**src/rtl/op_exec_pkg.sv**
```systemverilog
// op_exec_pkg
//   Shared types and helpers for the switch-driven operation executor.
//   op_t      : operation selector encoding (matches the 2-bit selector field)
//   state_t   : executor FSM states
//   SEG_BLANK : all segments off
//   hex_to_seg7 : 4-bit value -> active-high segments a..g on [6:0]
package op_exec_pkg;

    typedef enum logic [1:0] {
        OP_ADD = 2'b00,
        OP_SUB = 2'b01,
        OP_MUL = 2'b10,
        OP_CMP = 2'b11
    } op_t;

    typedef enum logic [1:0] {
        IDLE,
        CALC,
        SHOW
    } state_t;

    localparam logic [7:0] SEG_BLANK = 8'h00;

    function automatic logic [6:0] hex_to_seg7(input logic [3:0] hex);
        logic [6:0] seg;
        case (hex)
            4'h0: seg = 7'h3F;
            4'h1: seg = 7'h06;
            4'h2: seg = 7'h5B;
            4'h3: seg = 7'h4F;
            4'h4: seg = 7'h66;
            4'h5: seg = 7'h6D;
            4'h6: seg = 7'h7D;
            4'h7: seg = 7'h07;
            4'h8: seg = 7'h7F;
            4'h9: seg = 7'h6F;
            4'hA: seg = 7'h77;
            4'hB: seg = 7'h7C;
            4'hC: seg = 7'h39;
            4'hD: seg = 7'h5E;
            4'hE: seg = 7'h79;
            default: seg = 7'h71;
        endcase
        return seg;
    endfunction

endpackage

```
**src/rtl/seg7_hex_decoder.sv**
```systemverilog
// seg7_hex_decoder
//   Combinational hex digit to 7-segment decoder (active-high).
//   Ports:
//     hex : input  [3:0] digit value
//     seg : output [6:0] segments a..g
module seg7_hex_decoder
    import op_exec_pkg::*;
(
    input  logic [3:0] hex,
    output logic [6:0] seg
);

    always_comb begin
        seg = hex_to_seg7(hex);
    end

endmodule

```
**src/rtl/op_exec_display.sv**
```systemverilog
// op_exec_display
//   Latches a switch-encoded command (A, B, selector) on start, executes it
//   (add/sub/compare in one cycle, multiply as a 3-step shift-add, LSB of B
//   first) and holds the result on the 7-segment digit and the LEDs.
//   Build option: OP_EXEC_SIGNED_EN treats operands as two's complement,
//   the decimal point then marks a negative result and the digit shows
//   the magnitude.
//   Ports:
//     clk_2   : system clock
//     reset   : synchronous, active-high
//     start   : one-cycle command strobe (ignored while busy)
//     val_a   : operand A
//     val_b   : operand B
//     seletor : 00 add, 01 sub, 10 mul, 11 compare
//     busy    : high while computing
//     done    : one-cycle pulse when the result is captured
//     result  : held result
//     SEG     : [6:0] segments a..g, [7] flag / decimal point
//     LED     : [5:0] result, [6] busy, [7] result valid
module op_exec_display
    import op_exec_pkg::*;
#(
    parameter int NBITS_OP  = 3,
    parameter int NBITS_RES = 6
) (
    input  logic                 clk_2,
    input  logic                 reset,
    input  logic                 start,
    input  logic [NBITS_OP-1:0]  val_a,
    input  logic [NBITS_OP-1:0]  val_b,
    input  logic [1:0]           seletor,
    output logic                 busy,
    output logic                 done,
    output logic [NBITS_RES-1:0] result,
    output logic [7:0]           SEG,
    output logic [7:0]           LED
);

    localparam int CW = $clog2(NBITS_OP);
    localparam logic [CW-1:0] LAST_BIT = CW'(NBITS_OP - 1);

    state_t                state, state_nxt;
    op_t                   op_q;
    logic [NBITS_RES-1:0]  a_q, b_q, mcand, acc, acc_nxt, pp;
    logic [NBITS_OP-1:0]   mplier;
    logic [CW-1:0]         cnt;
    logic                  flag, valid;
    logic [NBITS_RES-1:0]  ext_a, ext_b, calc_res;
    logic                  calc_flag, lt, eq, accept, last_step;
    logic [3:0]            digit;
    logic [6:0]            seg_code;

    // Operand extension to result width
    always_comb begin
`ifdef OP_EXEC_SIGNED_EN
        ext_a = NBITS_RES'($signed(val_a));
        ext_b = NBITS_RES'($signed(val_b));
`else
        ext_a = NBITS_RES'(val_a);
        ext_b = NBITS_RES'(val_b);
`endif
    end

    assign accept    = start && (state != CALC);
    assign last_step = (op_q != OP_MUL) || (cnt == LAST_BIT);

    // FSM state register
    always_ff @(posedge clk_2) begin
        if (reset) state <= IDLE;
        else       state <= state_nxt;
    end

    // FSM next state and busy
    always_comb begin
        state_nxt = state;
        busy      = 1'b0;
        case (state)
            IDLE: if (start) state_nxt = CALC;
            CALC: begin
                busy = 1'b1;
                if (last_step) state_nxt = SHOW;
            end
            SHOW: if (start) state_nxt = CALC;
            default: state_nxt = IDLE;
        endcase
    end

    // Arithmetic
    always_comb begin
        pp = mplier[0] ? mcand : '0;
`ifdef OP_EXEC_SIGNED_EN
        // B's MSB carries negative weight in two's complement
        if (cnt == LAST_BIT) acc_nxt = acc - pp;
        else                 acc_nxt = acc + pp;
        lt = $signed(a_q) < $signed(b_q);
`else
        acc_nxt = acc + pp;
        lt = a_q < b_q;
`endif
        eq = (a_q == b_q);

        case (op_q)
            OP_ADD:  calc_res = a_q + b_q;
            OP_SUB:  calc_res = a_q - b_q;
            OP_MUL:  calc_res = acc_nxt;
            default: calc_res = lt ? NBITS_RES'(0) : (eq ? NBITS_RES'(1) : NBITS_RES'(2));
        endcase

`ifdef OP_EXEC_SIGNED_EN
        calc_flag = (op_q != OP_CMP) && calc_res[NBITS_RES-1];
`else
        case (op_q)
            OP_SUB:  calc_flag = lt;
            OP_MUL:  calc_flag = calc_res > NBITS_RES'(15);
            default: calc_flag = 1'b0;
        endcase
`endif
    end

    // Datapath: command latch, shift-add steps, result capture
    always_ff @(posedge clk_2) begin
        if (reset) begin
            op_q   <= OP_ADD;
            a_q    <= '0;
            b_q    <= '0;
            mcand  <= '0;
            mplier <= '0;
            acc    <= '0;
            cnt    <= '0;
            result <= '0;
            flag   <= 1'b0;
            valid  <= 1'b0;
            done   <= 1'b0;
        end else begin
            done <= 1'b0;
            if (accept) begin
                op_q   <= op_t'(seletor);
                a_q    <= ext_a;
                b_q    <= ext_b;
                mcand  <= ext_a;
                mplier <= val_b;
                acc    <= '0;
                cnt    <= '0;
            end else if (state == CALC) begin
                acc    <= acc_nxt;
                mcand  <= mcand << 1;
                mplier <= mplier >> 1;
                cnt    <= cnt + CW'(1);
                if (last_step) begin
                    result <= calc_res;
                    flag   <= calc_flag;
                    valid  <= 1'b1;
                    done   <= 1'b1;
                end
            end
        end
    end

    // Display
    always_comb begin
`ifdef OP_EXEC_SIGNED_EN
        digit = result[NBITS_RES-1] ? -result[3:0] : result[3:0];
`else
        digit = result[3:0];
`endif
    end

    seg7_hex_decoder u_dec (
        .hex (digit),
        .seg (seg_code)
    );

    assign SEG = valid ? {flag, seg_code} : SEG_BLANK;
    assign LED = {valid, busy, result[5:0]};

endmodule

```
**config.mk**
```make
export PLATFORM = sky130hd
export DESIGN_NAME = op_exec_display
export DESIGN_NICKNAME = d
export VERILOG_FILES = /design/src/rtl/op_exec_pkg.sv /design/src/rtl/seg7_hex_decoder.sv /design/src/rtl/op_exec_display.sv
export SDC_FILE = /design/constraint.sdc
export NUM_CORES = 1
export LEC_CHECK = 0
export CORE_MARGIN = 2
export CORE_UTILIZATION = 58
export DETAILED_ROUTE_END_ITERATION = 10
export MAX_ROUTING_LAYER = met4
export PLACE_DENSITY = 0.91
export SLEW_MARGIN = 10
export SYNTH_ARGS = -nofsm -noshare
export SYNTH_HDL_FRONTEND = slang
export SYNTH_HIERARCHICAL = 1
export SYNTH_SLANG_ARGS = --single-unit
```
**constraint.sdc**
```tcl
create_clock -name clk_2 -period 4.1 [get_ports clk_2]
set_input_delay 0.82 -clock clk_2 [delete_from_list [all_inputs] [get_ports clk_2]]
set_output_delay 0.82 -clock clk_2 [all_outputs]
set_load 0.05 [all_outputs]
```
==> flow_results.org <==
** Run status
- The flow ran to the end, and the final reports show no timing, DRC or antenna violations.

** Placement
- DP Cell Count :: 344
- PortBufs :: 34
- Routability-driven placement congestion ratio :: 0.856
- Total half-perimeter wirelength after legalization and detailed placement :: 3650 um
- Pre-CTS setup slack :: 1.06 ns

** Detailed routing
- Overall routed net length :: 4890 um
- The first routing iteration left 87 violations.
- In this run the remaining antenna-violating nets after routing total 0.
- The first detailed-routing pass ran for 4 iterations.
- After detailed routing, the average wire length per cell comes to 13.9 um.
- For this run, design rule violations remaining after detail routing come to 0.
- Post-detailed-route via-to-cell ratio :: 5.61
- The routed layout has 1973 vias.

** Timing
- Setup TNS :: 0 ns
- Peak clock frequency supported by timing :: 296 MHz
- Period utilization :: 0.823
- Min setup slack post-route :: 0.727 ns
- The number of hold violations in the final report came to 0.
- Transition at the pin with the smallest max-transition slack :: 0.986 ns
- Subtracting the final worst setup slack from the clock period gives 3.37 ns.
- Measured against its own limit, the worst slew margin works out to 0.340.
- The number of pins with negative max-slew slack in the final report was 0.
- Setup repair after global routing left no endpoint under its margin.
- Between clock sinks in the finished design, the worst skew comes to 0.00737 ns.
- Final setup fails :: 0

** CTS
- In this run, CTS created clock tree buffers numbering 5.
- Counting along the longest clock path gives a buffer depth of 2.
- TritonCTS built the clock tree.
- Counting every sink on the clock net gives 36.
- CTS clk-pin slew, worst paths :: 0.07 ns
- The tree is rooted in a sky130_fd_sc_hd__clkbuf_8.
- Clock latency on the worst-skew pair, taken at its later pin, is 0.30 ns.
- Total of cells resized after clock tree synthesis :: 0
- Buffers added to address setup during post-CTS repair amount to 0.
- The H-tree generated during clock tree synthesis spans 2 levels.
- Hold repair after CTS inserted 0 buffers.

** Cells and area
- Number of non-filler instances in the completed layout :: 352
- Leaving out fill and tap cells, the most frequent cell in the layout is sky130_fd_sc_hd__dfxtp_1.
- Filler cell count in the final layout :: 333
- Layout cells sized above 1 :: 0.0728
- Register area :: 721 um2
- Area of combinational cells with multiple inputs :: 0.00146 mm2
- In the final design database the tool counted 339 nets.
- Top library cells by usage in the layout, fill and taps aside :: 36 x sky130_fd_sc_hd__dfxtp_1, 34 x sky130_fd_sc_hd__clkdlybuf4s50_1, 30 x sky130_fd_sc_hd__nand2_1
- Utilization after layout :: 0.693
- The area growth from synthesis to layout is 15.5%.
- 0 antenna diodes ended up in the layout.

** Logic synthesis
- Average cell area after synthesis :: 8.57 um2
- Number of synthesized flops with an enable pin :: 0
- FFs w/ async S/R, synth :: 0
- Number of distinct standard cells referenced by the synthesized netlist :: 49
- Number of warning messages in the yosys log :: 6
- The most used flip-flop cell after synthesis is sky130_fd_sc_hd__dfxtp_1.
- Of the synthesized area, sequential elements account for 0.300.
- Synthesis produced a netlist with a net count of 318.
- Area of the mapped netlist :: 0.00240 mm2
- The cell count after synthesis came out at 280.
- Post-synthesis register bit count :: 36

** Floorplan
- Number of placement rows :: 23
- The floorplan step set the die width to 68.3 um.
- Floorplan Core Area :: 0.00400 mm2
- Initial core utilization :: 0.600
- Die Ht :: 68.3 um
- IO Count :: 35
- The die covers 0.00467 mm2.

** Flow run
- Max-cap violations :: 0

** Worst setup path
- The largest single stage delay on the critical path is 0.69 ns.
- Worst path bufs/invs :: 2
- Crit. End Element :: output port
- Crit path kind :: reg -> out
- The signal on the critical path passes through inv_1 -> ha_1 -> mux4_1 -> and2_1 -> clkdlybuf4s50_1.
- STA classifies the critical path startpoint as a register.
- Worst EP arrival :: 2.55 ns
- Along the worst path, the maximum fanout reaches 7.
- Cell class contributing the biggest share of worst-path delay :: buffers and inverters
- STA puts the critical path data required time at 3.28 ns.
- CP max-delay cell :: sky130_fd_sc_hd__clkdlybuf4s50_1

** Global route
- Entering global routing, the biggest net connects 28 pins.
- The first global-routing pass estimated 8310 um of wire.
- The via count of the first global-routing pass was 1896.
- Summed over all layers, the global routing overflow is 0.
- For met3 alone, demand over resource in global routing was 0.0510.
- Met2 track demand over resource in global routing :: 0.425
- Across every metal layer, demand over resource in global routing totals 0.245.
- met2 is the most crowded layer.
- Number of antenna violations at the first check in global routing :: 0
- Met1 layer usage reported by global route :: 0.280

** Power and ir drop
- For this design the ratio of total power to cell area is 315 mW/mm2.
- Leakage power total :: 1.08 nW
- Of the total power, the share spent switching nets is 0.326.
- Internal Pwr Total :: 0.588 mW
- Clock group share of total power :: 0.306
- Sequential cell fraction of total power :: 0.443
- Comb pwr share :: 0.251
- Peak supply drop :: 206 uV
- Summed over all nets, the switching power comes to 0.284 mW.

** Worst hold path
- Hold crit path type :: reg -> reg
[power by group through the flow]
stage	Clock (mW)	Combinational (mW)	Sequential (mW)
finish	0.267	0.219	0.386
floorplan	0	0.155	0.400
detailed placement	0	0.218	0.394
global placement	0	0.211	0.392
global route	0.284	0.239	0.389
CTS	0.269	0.219	0.386
[metal layers]
layer / vias to the layer above / wire length, um
met5: - / 0
met1: 938 / 2120
met3: 8 / 203
met2: 47 / 2470
li1: 980 / -
met4: 0 / 90
[Yosys cell counts (3+ instances only)]
cell type | instances | share of area
sky130_fd_sc_hd__dfxtp_1 | 36 | 0.30
sky130_fd_sc_hd__nand2_1 | 30 | 0.047
sky130_fd_sc_hd__a21oi_1 | 27 | 0.056
sky130_fd_sc_hd__ha_1 | 23 | 0.12
sky130_fd_sc_hd__nor2_1 | 23 | 0.036
sky130_fd_sc_hd__inv_1 | 21 | 0.033
sky130_fd_sc_hd__and2_1 | 12 | 0.031
sky130_fd_sc_hd__nand3_1 | 10 | 0.021
sky130_fd_sc_hd__a211oi_1 | 8 | 0.025
sky130_fd_sc_hd__buf_4 | 8 | 0.025
sky130_fd_sc_hd__mux2i_1 | 8 | 0.033
sky130_fd_sc_hd__buf_2 | 6 | 0.013
sky130_fd_sc_hd__nor3_1 | 5 | 0.010
sky130_fd_sc_hd__clkbuf_1 | 4 | 0.0063
sky130_fd_sc_hd__fa_1 | 4 | 0.033
sky130_fd_sc_hd__nand2b_1 | 4 | 0.010
sky130_fd_sc_hd__o21ai_0 | 4 | 0.0083
sky130_fd_sc_hd__xnor2_1 | 4 | 0.015
sky130_fd_sc_hd__mux2_2 | 3 | 0.014
sky130_fd_sc_hd__nor2b_1 | 3 | 0.0078
sky130_fd_sc_hd__xor2_1 | 3 | 0.011
[path summary, 6_finish.rpt]
check / slack [ns] / to / startpoint / depth (start not counted)
worst max register to register: 1.66 / flag / mplier[0] / 9
worst max-delay path: 0.73 / SEG[3] / result[0] / 5
worst min-delay path: 0.46 / mcand[5] / mcand[5] / 2
worst min register to register: 0.46 / mcand[5] / mcand[5] / 2
[worst min-delay path: cells and delay by family (launching register included)]
| kind | cells | cell delay [ns] |
|---|---|---|
| AND/OR/NAND/NOR | 1 | 0.05 |
| AO/OA/AOI/OAI | 1 | 0.06 |
| flip-flops | 1 | 0.31 |
[through the flow]
stage	hold WS (ns)	area [um2]	power [mW]
6_report	0.462	2770	0.872
5_1_grt	0.487	2770	0.912
4_1_cts	0.465	2770	0.873
3_5_place_dp	0.455	2680	0.611
3_3_place_gp	0.438	2680	0.603
2_1_floorplan	0.431	2400	0.555
[state kept, by name, summed over array words and instances (netlist names)]
signal	flops
acc	6
mcand	6
result	6
a_q	3
b_q	3
mplier	3
cnt	2
op_q	2
state	2
done	1
flag	1
valid	1
[layout make-up]
type	instances	share of cell area
inverters	22	0.0316
repair buffers	35	0.125
multi-input cells	201	0.527
clock inverters	1	0.00271
flip-flops and latches	36	0.260
well taps	50	0.0226
clock buffers	7	0.0311
[cell families after synthesis]
family / count (synthesis) / synth area share
AOI/OAI and AO/OA: 57 / 0.162
adders and majority gates: 27 / 0.153
and+or+nand+nor: 98 / 0.209
xor gates and xnor gates: 7 / 0.0255
buffers and inverters: 43 / 0.0912
muxes: 12 / 0.0584
DFF: 36 / 0.300
No activity file was read; power rests on OpenSTA's default activity.
